===== src/rtl/codec_pkg.sv =====
// codec_pkg: shared constants for the I2S codec interface.
// Holds the sample width, frame counter width, counter bit positions of the
// generated codec clocks, SCLK phase strobes and the active bit-slot window.
package codec_pkg;

  localparam int DATA_W = 16;
  localparam int CNT_W  = 10;

  // Counter bits that directly drive the codec clocks (clk/4, clk/16, clk/1024)
  localparam int MCLK_BIT  = 1;
  localparam int SCLK_BIT  = 3;
  localparam int LRCLK_BIT = 9;

  // Low counter nibble on the cycle before SCLK rises / falls
  localparam logic [3:0] RISE_PH = 4'h7;
  localparam logic [3:0] FALL_PH = 4'hF;

  // I2S data occupies slots 1..16 of each half-frame (one-slot delay after LRCLK)
  localparam logic [4:0] FIRST_BIT = 5'd1;
  localparam logic [4:0] LAST_BIT  = 5'd16;

endpackage


===== src/rtl/codec_clk_gen.sv =====
// codec_clk_gen: free-running frame counter, codec clocks and codec reset.
// Ports: clk/rst in; mclk/sclk/lrclk clocks, rise/fall strobes (cycle before
// SCLK edge), slot (bit slot within half-frame), rstn (codec reset, active-low).
module codec_clk_gen
  import codec_pkg::*;
(
  input  logic       clk,
  input  logic       rst,
  output logic       mclk,
  output logic       sclk,
  output logic       lrclk,
  output logic       rise,
  output logic       fall,
  output logic [4:0] slot,
  output logic       rstn
);

  logic [CNT_W-1:0] cnt;

  always_ff @(posedge clk or posedge rst) begin
    if (rst) begin
      cnt  <= '0;
      rstn <= 1'b0;
    end else begin
      cnt <= cnt + 1'b1;
      // Release the codec on the first wrap so it always sees a full frame low
      if (cnt == '1) rstn <= 1'b1;
    end
  end

  // Clocks come straight from register bits, so they cannot glitch
  assign mclk  = cnt[MCLK_BIT];
  assign sclk  = cnt[SCLK_BIT];
  assign lrclk = cnt[LRCLK_BIT];
  assign rise  = (cnt[SCLK_BIT:0] == RISE_PH);
  assign fall  = (cnt[SCLK_BIT:0] == FALL_PH);
  assign slot  = cnt[LRCLK_BIT-1:SCLK_BIT+1];

endmodule


===== src/rtl/codec_intf.sv =====
// codec_intf: I2S master between the audio codec and the equalizer core.
// Ports: clk/rst; lft_out/rht_out from core, SDout from codec ADC; lft_in/rht_in
// and one-cycle valid to core; MCLK/SCLK/LRCLK/SDin/RSTn to codec.
module codec_intf #(
  parameter int DATA_W = codec_pkg::DATA_W
) (
  input  logic              clk,
  input  logic              rst,
  input  logic [DATA_W-1:0] lft_out,
  input  logic [DATA_W-1:0] rht_out,
  input  logic              SDout,
  output logic [DATA_W-1:0] lft_in,
  output logic [DATA_W-1:0] rht_in,
  output logic              valid,
  output logic              MCLK,
  output logic              SCLK,
  output logic              LRCLK,
  output logic              SDin,
  output logic              RSTn
);

  import codec_pkg::FIRST_BIT;
  import codec_pkg::LAST_BIT;

  logic       rise;
  logic       fall;
  logic [4:0] slot;

  codec_clk_gen u_clk_gen (
    .clk   (clk),
    .rst   (rst),
    .mclk  (MCLK),
    .sclk  (SCLK),
    .lrclk (LRCLK),
    .rise  (rise),
    .fall  (fall),
    .slot  (slot),
    .rstn  (RSTn)
  );

  logic [DATA_W-1:0] rx_sh;
  logic [DATA_W-1:0] rx_next;
  logic [DATA_W-1:0] lft_hold;
  logic              pair_done;
  logic [DATA_W-1:0] tx_lft;
  logic [DATA_W-1:0] tx_rht;
  logic [DATA_W-1:0] tx_word;
  logic [DATA_W-1:0] tx_sh;
  logic              rx_bit;

  assign rx_next = {rx_sh[DATA_W-2:0], SDout};
  // Capture only while the codec is out of reset, so the first frame seen is whole
  assign rx_bit  = RSTn && rise && (slot >= FIRST_BIT) && (slot <= LAST_BIT);
  assign tx_word = LRCLK ? tx_rht : tx_lft;

  always_ff @(posedge clk or posedge rst) begin
    if (rst) begin
      rx_sh     <= '0;
      lft_hold  <= '0;
      pair_done <= 1'b0;
      lft_in    <= '0;
      rht_in    <= '0;
      valid     <= 1'b0;
      tx_lft    <= '0;
      tx_rht    <= '0;
      tx_sh     <= '0;
      SDin      <= 1'b0;
    end else begin
      valid     <= 1'b0;
      pair_done <= 1'b0;

      // RX: shift MSB first; the last slot of each half closes a word
      if (rx_bit) begin
        rx_sh <= rx_next;
        if (slot == LAST_BIT) begin
          if (!LRCLK) lft_hold  <= rx_next;
          else        pair_done <= 1'b1;
        end
      end

      // Right word is complete in rx_sh one cycle after its last bit
      if (pair_done) begin
        lft_in <= lft_hold;
        rht_in <= rx_sh;
        valid  <= 1'b1;
      end

      // Core result for this pair goes out in the next frame
      if (valid) begin
        tx_lft <= lft_out;
        tx_rht <= rht_out;
      end

      // TX: change SDin just before SCLK falls so it is stable at every rise
      if (fall) begin
        if (slot == '0) begin
          SDin  <= tx_word[DATA_W-1];
          tx_sh <= tx_word << 1;
        end else if (slot < LAST_BIT) begin
          SDin  <= tx_sh[DATA_W-1];
          tx_sh <= tx_sh << 1;
        end else if (slot == LAST_BIT) begin
          SDin  <= 1'b0;
        end
      end
    end
  end

endmodule


===== config.mk =====
export PLATFORM = sky130hd
export DESIGN_NAME = codec_intf
export DESIGN_NICKNAME = d
export VERILOG_FILES = /design/src/rtl/codec_pkg.sv /design/src/rtl/codec_clk_gen.sv /design/src/rtl/codec_intf.sv
export SDC_FILE = /design/constraint.sdc
export NUM_CORES = 1
export LEC_CHECK = 0
export BUFFER_PORTS_ARGS = -buffer_cell sky130_fd_sc_hd__buf_2
export CORE_MARGIN = 2
export CORE_UTILIZATION = 55
export DETAILED_ROUTE_END_ITERATION = 10
export PLACE_DENSITY = 0.76
export SYNTH_ARGS = -nofsm -noshare
export SYNTH_HDL_FRONTEND = slang
export SYNTH_SLANG_ARGS = --single-unit

===== constraint.sdc =====
create_clock -name clk -period 4.6 [get_ports clk]
set_clock_uncertainty 0.1 [all_clocks]
set_input_delay 0.46 -clock clk [delete_from_list [all_inputs] [get_ports clk]]
set_output_delay 0.46 -clock clk [all_outputs]
set_load 0.02 [all_outputs]

==> flow_summary.json, run 1 <==
{
  "drt_first_pass_iters": 4,
  "worst_pin_slew_ns": 0.858,
  "cp_max_fo": 16,
  "final_common_cell": "dfrtp_1",
  "netlist_instances": 352,
  "place_congestion": 0.688,
  "cts-resized-gates": 0,
  "clockBufferDepth": 2,
  "critPathCaptureType": "flop",
  "min_path_type": "in2reg",
  "core_mm2": 0.00876,
  "grt_usage_pct": 18.9,
  "stdcell_area_mm2": 0.00606,
  "rows": 34,
  "setup_violations": 0,
  "postRouteAntennaNets": 0,
  "nFillCells": 633,
  "multi_input_area_mm2": 0.00176,
  "placed_area_mm2": 0.00544,
  "crit_arrival_ns": 2.67,
  "final_nets": 467,
  "cts_buffers": 17,
  "total_power_mw": 2.49,
  "finalSetupTns_ns": 0,
  "dieWidth_um": 99.2,
  "root_buffer": "clkbuf_8",
  "most-common-layout-cells": "125 x dfrtp_1, 87 x mux2_2, 72 x buf_2",
  "syn_area_mm2": 0.00498,
  "drv_cap": 0,
  "portBuffers": 72,
  "avgViaCountPerCell": 5.32,
  "worst_setup_path_start_kind": "flop",
  "yosysWarnings": 0,
  "status": "completed",
  "path_clk_slew_ns": 0.06,
  "fin_crit_sh_pct": 51.7,
  "routed_wl_mm": 8.40,
  "grt_pass1_wl_mm": 14.6,
  "cts_tree": "done",
  "num_io_pins": 73,
  "drc_errors": 0,
  "drt_iter0_markers": 61,
  "hpwl_mm": 5.37,
  "die-area_mm2": 0.00984,
  "drive_gt1_share_pct": 45.9,
  "ys_types": 28,
  "syn2layout_area_growth_pct": 21.6,
  "post_drt_wl_per_cell_um": 15.2,
  "worstPathRequired_ns": 4.89,
  "syn-num-nets": 388,
  "fp.dieH_um": 99.2,
  "final-max-slew-violation-count": 0,
  "cts_sinks": 125,
  "via_count": 2939,
  "synth.ff_latch_count": 125,
  "postCtsSetupBuffers": 0,
  "yosysSeqAreaShare_pct": 62.8,
  "antenna_cells": 0,
  "synth_top_cell_by_area": "dfrtp_1",
  "worstSetupPathType": "reg2reg",
  "start_util_pct": 56.9,
  "synth_area_leaders": "dfrtp_1 63%, mux2_2 20%, o21ai_0 3.1%",
  "grt_pass1_vias": 3079,
  "fin_crit_ns": 2.38,
  "register_area_mm2": 0.00313,
  "peakVddDrop_uv": 295,
  "power.density_mw_per_mm2": 412,
  "final_core_util_pct": 69.1,
  "avgSynthCellArea_um2": 14.2,
  "cts.htree.levels": 4,
  "max_slew_margin_pct": 42.7,
  "clock.fmax_ghz": 0.420,
  "grt-ovfl-total": 0,
  "hold_viol_final": 0,
  "antenna_found_initial": 0,
  "leakagePower_nw": 3.09,
  "insertion_delay_ns": 0.50,
  "grt_max_degree": 58,
  "synth.top_cell.area_share_pct": 62.8,
  "rsz0062_at_grt": "false",
  "whs_ns": 0.0875
}
==> synth_stat cells (all sizes together) <==
| library cell | n |
|---|---|
| nand2 | 35 |
| nor2 | 3 |
| nand3 | 4 |
| dfrtp | 125 |
| or2 | 1 |
| nor2b | 1 |
| xor2 | 4 |
| inv | 2 |
| nor3b | 1 |
| mux2 | 97 |
| nand2b | 1 |
| a31o | 1 |
| buf | 10 |
| o21ai | 32 |
| clkbuf | 9 |
| mux2i | 15 |
| xnor2 | 5 |
| and4b | 1 |
| and4 | 2 |
| ha | 1 |
| nor4 | 1 |
| and3 | 1 |
==> final cells by class <==
cell class | count | share of cell area (%)
flip-flops and latches | 125 | 51.6
inverters | 2 | 0.165
clock buffers | 17 | 6.83
clock inverters | 15 | 3.20
multi-input cells | 206 | 29.1
well taps | 108 | 2.23
repair buffers | 79 | 6.86
==> critical path: stages (launching register included) <==
cell     delay [ns]
dfrtp_1        0.39
ha_1           0.28
and4b_1        0.28
nand2_2        0.09
nor3b_4        0.72
mux2_2         0.41
==> registers in the layout, indices dropped and copies added, names as in the netlist <==
name / cells
pair_done: 1
u_clk_gen.rstn: 1
rht_in: 16
valid: 1
tx_lft: 16
lft_hold: 16
rx_sh: 16
SDin: 1
u_clk_gen.cnt: 10
lft_in: 16
tx_rht: 16
tx_sh: 15
==> per-layer routing <==
layer  vias up  share of wire [%]  track usage, %  wire [um]
met4         0                1.2            7.59        101
met5         -                  0               0          0
met2        65                 50            30.7       4230
met3        12                3.9            5.41        327
met1      1480                 45            24.3       3740
li1       1382                  -               -          -
==> stage by stage <==
stage	cells	worst slack, ns
global placement	519	2.32
finish	552	2.22
detailed placement	519	2.22
floorplan	352	0.712
CTS	552	2.20
global route	552	2.05
==> cells by family after synthesis <==
logic type / count (synthesis) / share of synthesized area (%)
DFF: 125 / 62.8
muxes: 112 / 24.9
and+or+nand+nor: 51 / 5.22
AOI/OAI and AO/OA: 33 / 3.39
buffers and inverters: 21 / 1.86
xor gates and xnor gates: 9 / 1.58
adders and majority gates: 1 / 0.251
==> final timing paths <==
| check | from | end | slack (ns) | cells past startpoint |
|---|---|---|---|---|
| max in group asynchronous | rst | lft_hold[11] | 3.16 | 4 |
| min reg2reg | u_clk_gen.cnt[0] | u_clk_gen.cnt[0] | 0.35 | 1 |
| min in group asynchronous | rst | tx_rht[0] | 0.32 | 3 |
| min | rht_out[1] | tx_rht[1] | 0.09 | 2 |
| max | u_clk_gen.cnt[1] | lft_hold[12] | 2.22 | 5 |
| max reg2reg | u_clk_gen.cnt[1] | lft_hold[12] | 2.22 | 5 |
==> timing repair <==
item	4_1_cts	5_1_grt
hold buffers	1	0
hold endpoints to repair	12	0
endpoints found under the setup margin	0	0
==> where the power goes <==
| part | switching [mW] | total, mW | internal, mW |
|---|---|---|---|
| logic | 0.0247 | 0.0370 | 0.0123 |
| clock network | 0.478 | 1.36 | 0.878 |
| registers | 0.000455 | 1.10 | 1.10 |
| total | 0.503 | 2.49 | 1.99 |
(Power assumes the default switching activity.)
==> inputs of run 2 (changes only) <==
==> constraint.sdc (replaced) <==
create_clock -name clk -period 2.2 [get_ports clk]
set_clock_uncertainty 0.1 [all_clocks]
set_input_delay 0.22 -clock clk [delete_from_list [all_inputs] [get_ports clk]]
set_output_delay 0.22 -clock clk [all_outputs]
set_load 0.02 [all_outputs]
==> run 2 against run 1 <==
  * Largest cell class unchanged
  * Routed wire length up 14%
  * Utilization increased by 3.9 points
  * Clock-buffer cell count stayed put
  * Setup slack lost 2.0 ns
  * Power grew 100%
  * Highest routed layer unchanged
  * First-iteration DRC count up 130%
  * Cell area rose by 5.7%
  * Sequential cell count is the same
  * Critical endpoint is now lft_hold[0]
==> flow_summary.json, run 2 (same netlist as run 1, synthesis figures left out) <==
{
  "r2r-end": "lft_hold[0]",
  "syn2layout_area_growth_pct": 28.5,
  "drv_cap": 0,
  "most-common-layout-cells": "125 x dfrtp_1, 87 x mux2_2, 72 x buf_2",
  "final_common_cell": "dfrtp_1",
  "worst_setup_path_start_kind": "flop",
  "die-area_mm2": 0.00984,
  "nFillCells": 577,
  "start_util_pct": 56.9,
  "grt_max_degree": 63,
  "fin_crit_ns": 1.98,
  "via_count": 3126,
  "worstSetupPathType": "reg2reg",
  "drt_iter0_markers": 141,
  "drt_first_pass_iters": 5,
  "leakagePower_nw": 3.21,
  "core_mm2": 0.00876,
  "final_nets": 503,
  "status": "completed",
  "rsz0062_at_grt": "false",
  "drive_gt1_share_pct": 43.1,
  "hold_viol_final": 0,
  "clock.fmax_ghz": 0.504,
  "dieWidth_um": 99.2,
  "portBuffers": 72,
  "rr_worst_depth": 5,
  "clockBufferDepth": 2,
  "post_drt_wl_per_cell_um": 16.2,
  "grt_usage_pct": 21.5,
  "fin_crit_sh_pct": 90.1,
  "cts_hold_buf": 34,
  "setup_violations": 0,
  "drc_errors": 0,
  "cts_buffers": 17,
  "avgViaCountPerCell": 5.32,
  "place_congestion": 0.768,
  "cts_tree": "done",
  "insertion_delay_ns": 0.51,
  "finalSetupTns_ns": 0,
  "max_slew_margin_pct": 62.5,
  "rows": 34,
  "peakVddDrop_uv": 634,
  "cts-resized-gates": 0,
  "cp_max_fo": 16,
  "r2r_slack_ns": 0.22,
  "grt-ovfl-total": 0,
  "final-max-slew-violation-count": 0,
  "reg2reg_from": "u_clk_gen.cnt[7]",
  "worst_pin_slew_ns": 0.561,
  "antenna_cells": 0,
  "postCtsSetupBuffers": 0,
  "critPathCaptureType": "flop",
  "final_core_util_pct": 73.1,
  "antenna_found_initial": 0,
  "num_io_pins": 73,
  "routed_wl_mm": 9.55,
  "min_path_type": "in2async",
  "power.density_mw_per_mm2": 788,
  "hpwl_mm": 5.61,
  "cts_sinks": 125,
  "path_clk_slew_ns": 0.06,
  "grt_pass1_vias": 3355,
  "grt_pass1_wl_mm": 16.4,
  "cts.htree.levels": 4,
  "postRouteAntennaNets": 0,
  "crit_arrival_ns": 2.27,
  "root_buffer": "clkbuf_8",
  "worstPathRequired_ns": 2.49,
  "fp.dieH_um": 99.2
}
==> run 2: worst max path at each step <==
| stage | to | start | slack (ns) | cells after the start |
|---|---|---|---|---|
| 2_1_floorplan | lft_hold[0] | u_clk_gen.cnt[1] | 0.11 | 6 |
| 3_3_place_gp | lft_hold[15] | u_clk_gen.cnt[0] | 0.31 | 6 |
| 3_5_place_dp | lft_hold[5] | u_clk_gen.cnt[1] | 0.24 | 6 |
| 4_1_cts | lft_hold[5] | u_clk_gen.cnt[7] | 0.22 | 5 |
| 5_1_grt | lft_hold[8] | u_clk_gen.cnt[1] | 0.13 | 6 |
| 6_report | lft_hold[0] | u_clk_gen.cnt[7] | 0.22 | 5 |
==> run 2: worst max-delay path: stages (launching register included) <==
cell     delay, ns
dfrtp_1       0.44
nor4_4        0.43
nand2_2       0.12
nor3b_4       0.24
buf_12        0.19
mux2_1        0.34
==> run 2: layout make-up <==
cell class              instances  area, um2  share of cell area, %
flip-flops and latches        125       3130                   48.8
clock buffers                  17        414                   6.47
multi-input cells             206       1760                   27.5
well taps                     108        135                   2.11
inverters                       2       11.3                  0.176
clock inverters                15        148                   2.31
repair buffers                115        806                   12.6
==> run 2: through the flow <==
stage / cell area, um2 / worst slack [ns] / hold WS (ns) / power (mW) / instances
6_report: 6400 / 0.217 / 0.216 / 5.05 / 588
5_1_grt: 6400 / 0.128 / 0.249 / 5.22 / 588
4_1_cts: 6400 / 0.219 / 0.218 / 5.09 / 588
3_5_place_dp: 5500 / 0.244 / 0.193 / 2.43 / 522
3_3_place_gp: 5500 / 0.307 / 0.181 / 2.43 / 522
2_1_floorplan: 4990 / 0.107 / 0.252 / 2.38 / 352
==> run 2: report_power, final <==
part | internal [mW] | total (mW) | switching [mW]
logic | 0.0687 | 0.132 | 0.0631
registers | 2.30 | 2.30 | 0.000808
clock network | 1.60 | 2.61 | 1.01
==> run 2: layer usage <==
layer / track usage, % / up-vias / share of wire (%)
li1: - / 1455 / -
met1: 26.0 / 1595 / 41
met2: 38.4 / 63 / 55
met3: 5.13 / 13 / 3.2
met4: 6.32 / 0 / 1.2
met5: 0 / - / 0
==> inputs of run 3 (changes only) <==
--- a/config.mk
+++ b/config.mk
@@ -5,6 +5,7 @@
 export SDC_FILE = /design/constraint.sdc
 export NUM_CORES = 1
 export LEC_CHECK = 0
+export ABC_AREA = 1
 export BUFFER_PORTS_ARGS = -buffer_cell sky130_fd_sc_hd__buf_2
 export CORE_MARGIN = 2
 export CORE_UTILIZATION = 55
==> run 3 against run 2 <==
  * Non-clock buffer count rose by 2
  * Critical path type unchanged
  * Critical path depth rose by 1
  * Largest power group unchanged
  * Sequential share of layout area fell by 2.1 points
  * Power rose by 3.6%
  * Die area rose by 5.5%
  * Global-route usage rose by 2.9 points
  * Maximum frequency rose by 7.7%
==> flow_summary.json, run 3 <==
{
  "synth_edf_count": 0,
  "endpoint": "tx_sh[13]",
  "clock.fmax_ghz": 0.543,
  "critPathMaxStageDelay_ns": 0.41,
  "cp_max_fo": 16,
  "synth_top_cell_by_area": "dfrtp_1",
  "insertion_delay_ns": 0.51,
  "syn-num-nets": 561,
  "r2r-end": "tx_sh[13]",
  "hpwl_mm": 7.12,
  "place_congestion": 0.824,
  "syn_area_mm2": 0.00527,
  "finalSetupTns_ns": 0,
  "synth_area_leaders": "dfrtp_1 59%, nand2_1 12%, mux2_2 8.1%",
  "grt_pass1_vias": 4079,
  "synth.ff_latch_count": 125,
  "cts_tree": "done",
  "stdcell_area_mm2": 0.00670,
  "avgViaCountPerCell": 5.25,
  "final_nets": 670,
  "ys_types": 28,
  "worst_setup_path_start_kind": "flop",
  "netlist_instances": 525,
  "grt_pass1_wl_mm": 19.6,
  "r2r_slack_ns": 0.36,
  "yosysSeqAreaShare_pct": 59.3,
  "syn2layout_area_growth_pct": 27.1,
  "rsz0062_at_grt": "false",
  "drive_gt1_share_pct": 25.2,
  "fp.dieH_um": 102,
  "dieWidth_um": 102,
  "cts.htree.levels": 4,
  "hold_viol_final": 0,
  "yosysWarnings": 0,
  "worstSetupPathType": "reg2reg",
  "num_io_pins": 73,
  "final_core_util_pct": 72.2,
  "start_util_pct": 56.8,
  "path_clk_slew_ns": 0.05,
  "most-common-layout-cells": "169 x nand2_1, 125 x dfrtp_1, 72 x buf_2",
  "cts_sinks": 125,
  "async_flop_share_pct": 100,
  "critPathCaptureType": "flop",
  "final_common_cell": "nand2_1",
  "post_drt_wl_per_cell_um": 15.3,
  "postCtsSetupBuffers": 0,
  "setup_violations": 0,
  "crit_slowest_cell": "dfrtp_1",
  "antenna_cells": 0,
  "synth.top_cell.area_share_pct": 59.3,
  "clockBufferDepth": 2,
  "min_path_type": "in2async",
  "peakVddDrop_uv": 566,
  "yosys_most_used_dff": "dfrtp_1",
  "rows": 35,
  "drv_cap": 0,
  "max_slew_margin_pct": 67.9,
  "die-area_mm2": 0.0104,
  "routed_wl_mm": 11.9,
  "crit_top_cell": "nand2_1",
  "drc_errors": 0,
  "crit_path_start": "u_clk_gen.cnt[4]",
  "root_buffer": "clkbuf_8",
  "rr_worst_depth": 6,
  "status": "completed",
  "cts_buffers": 17,
  "fin_crit_sh_pct": 83.7,
  "portBuffers": 72,
  "via_count": 4077,
  "drt_first_pass_iters": 5,
  "grt_max_degree": 87,
  "crit_arrival_ns": 2.13,
  "leakagePower_nw": 3.53,
  "core_mm2": 0.00928,
  "antenna_found_initial": 0,
  "worst_pin_slew_ns": 0.481,
  "postRouteAntennaNets": 0,
  "final-max-slew-violation-count": 0,
  "synth_most_common_cell": "nand2_1",
  "worstPathCellList": "nor2_1 -> nand2_2 -> nor2_4 -> nand2_1 -> nand3_1 -> nand2_1",
  "drt_iter0_markers": 284,
  "placed_area_mm2": 0.00576,
  "reg2reg_from": "u_clk_gen.cnt[4]",
  "worstPathRequired_ns": 2.49,
  "power.density_mw_per_mm2": 781,
  "grt_usage_pct": 24.4,
  "grt-ovfl-total": 0,
  "whs_ns": 0.352,
  "avgSynthCellArea_um2": 10.0,
  "fin_crit_ns": 1.84,
  "synth_commonest_cells": "169 x nand2_1, 125 x dfrtp_1, 40 x inv_1, 38 x mux2_2"
}
==> run 3: worst min-delay path by stage <==
stage / depth (start not counted) / slack, ns / end
after detailed placement: 3 / 0.30 / rx_sh[13]
after global routing: 3 / 0.37 / tx_lft[10]
after CTS: 4 / 0.35 / tx_rht[9]
final: 4 / 0.35 / rx_sh[13]
after floorplan: 2 / 0.24 / tx_lft[0]
after global placement: 3 / 0.32 / rx_sh[15]
==> run 3: logic make-up after synthesis <==
logic type | synth area share [%]
xor gates and xnor gates | 0.831
adders and majority gates | 0.237
AOI/OAI and AO/OA | 3.94
and+or+nand+nor | 19.9
DFF | 59.3
muxes | 10.3
buffers and inverters | 5.51
==> run 3: cell type report <==
type / count / area, um2
multi-input cells: 331 / 1850
inverters: 42 / 161
clock buffers: 22 / 463
well taps: 129 / 161
flip-flops and latches: 125 / 3130
repair buffers: 117 / 796
fillers: 641 / 2580
clock inverters: 10 / 136
==> run 3: what timing repair did <==
action | 4_1_cts | 5_1_grt
hold buffers | 34 | 0
gates resized for setup | 0 | 0
endpoints found under the hold margin | 159 | 0
==> run 3: power breakdown <==
group	switching [mW]	internal (mW)
combinational	0.0643	0.0658
clock	0.986	1.81
sequential	0	2.30
==> run 3: routing by layer <==
| layer | part of all wire (%) | track usage, % | wire length, um | up-vias |
|---|---|---|---|---|
| met1 | 47 | 34.6 | 5530 | 1988 |
| li1 | - | - | - | 1934 |
| met3 | 5.6 | 5.34 | 666 | 16 |
| met2 | 46 | 37.7 | 5450 | 139 |
| met4 | 1.8 | 8.41 | 211 | 0 |
| met5 | 0 | 0 | 0 | - |
==> run 3: stage by stage <==
step / worst slack (ns) / instances / total power, mW
after floorplan: 0.341 / 525 / 2.38
after global placement: 0.497 / 710 / 2.42
after detailed placement: 0.413 / 710 / 2.42
after CTS: 0.374 / 776 / 5.25
after global routing: 0.198 / 776 / 5.37
final: 0.358 / 776 / 5.23
==> run 3: worst max-delay path, delay by kind of cell, from the launching register on <==
| family | cells | cell delay [ns] |
|---|---|---|
| and+or+nand+nor | 6 | 1.21 |
| DFF | 1 | 0.41 |
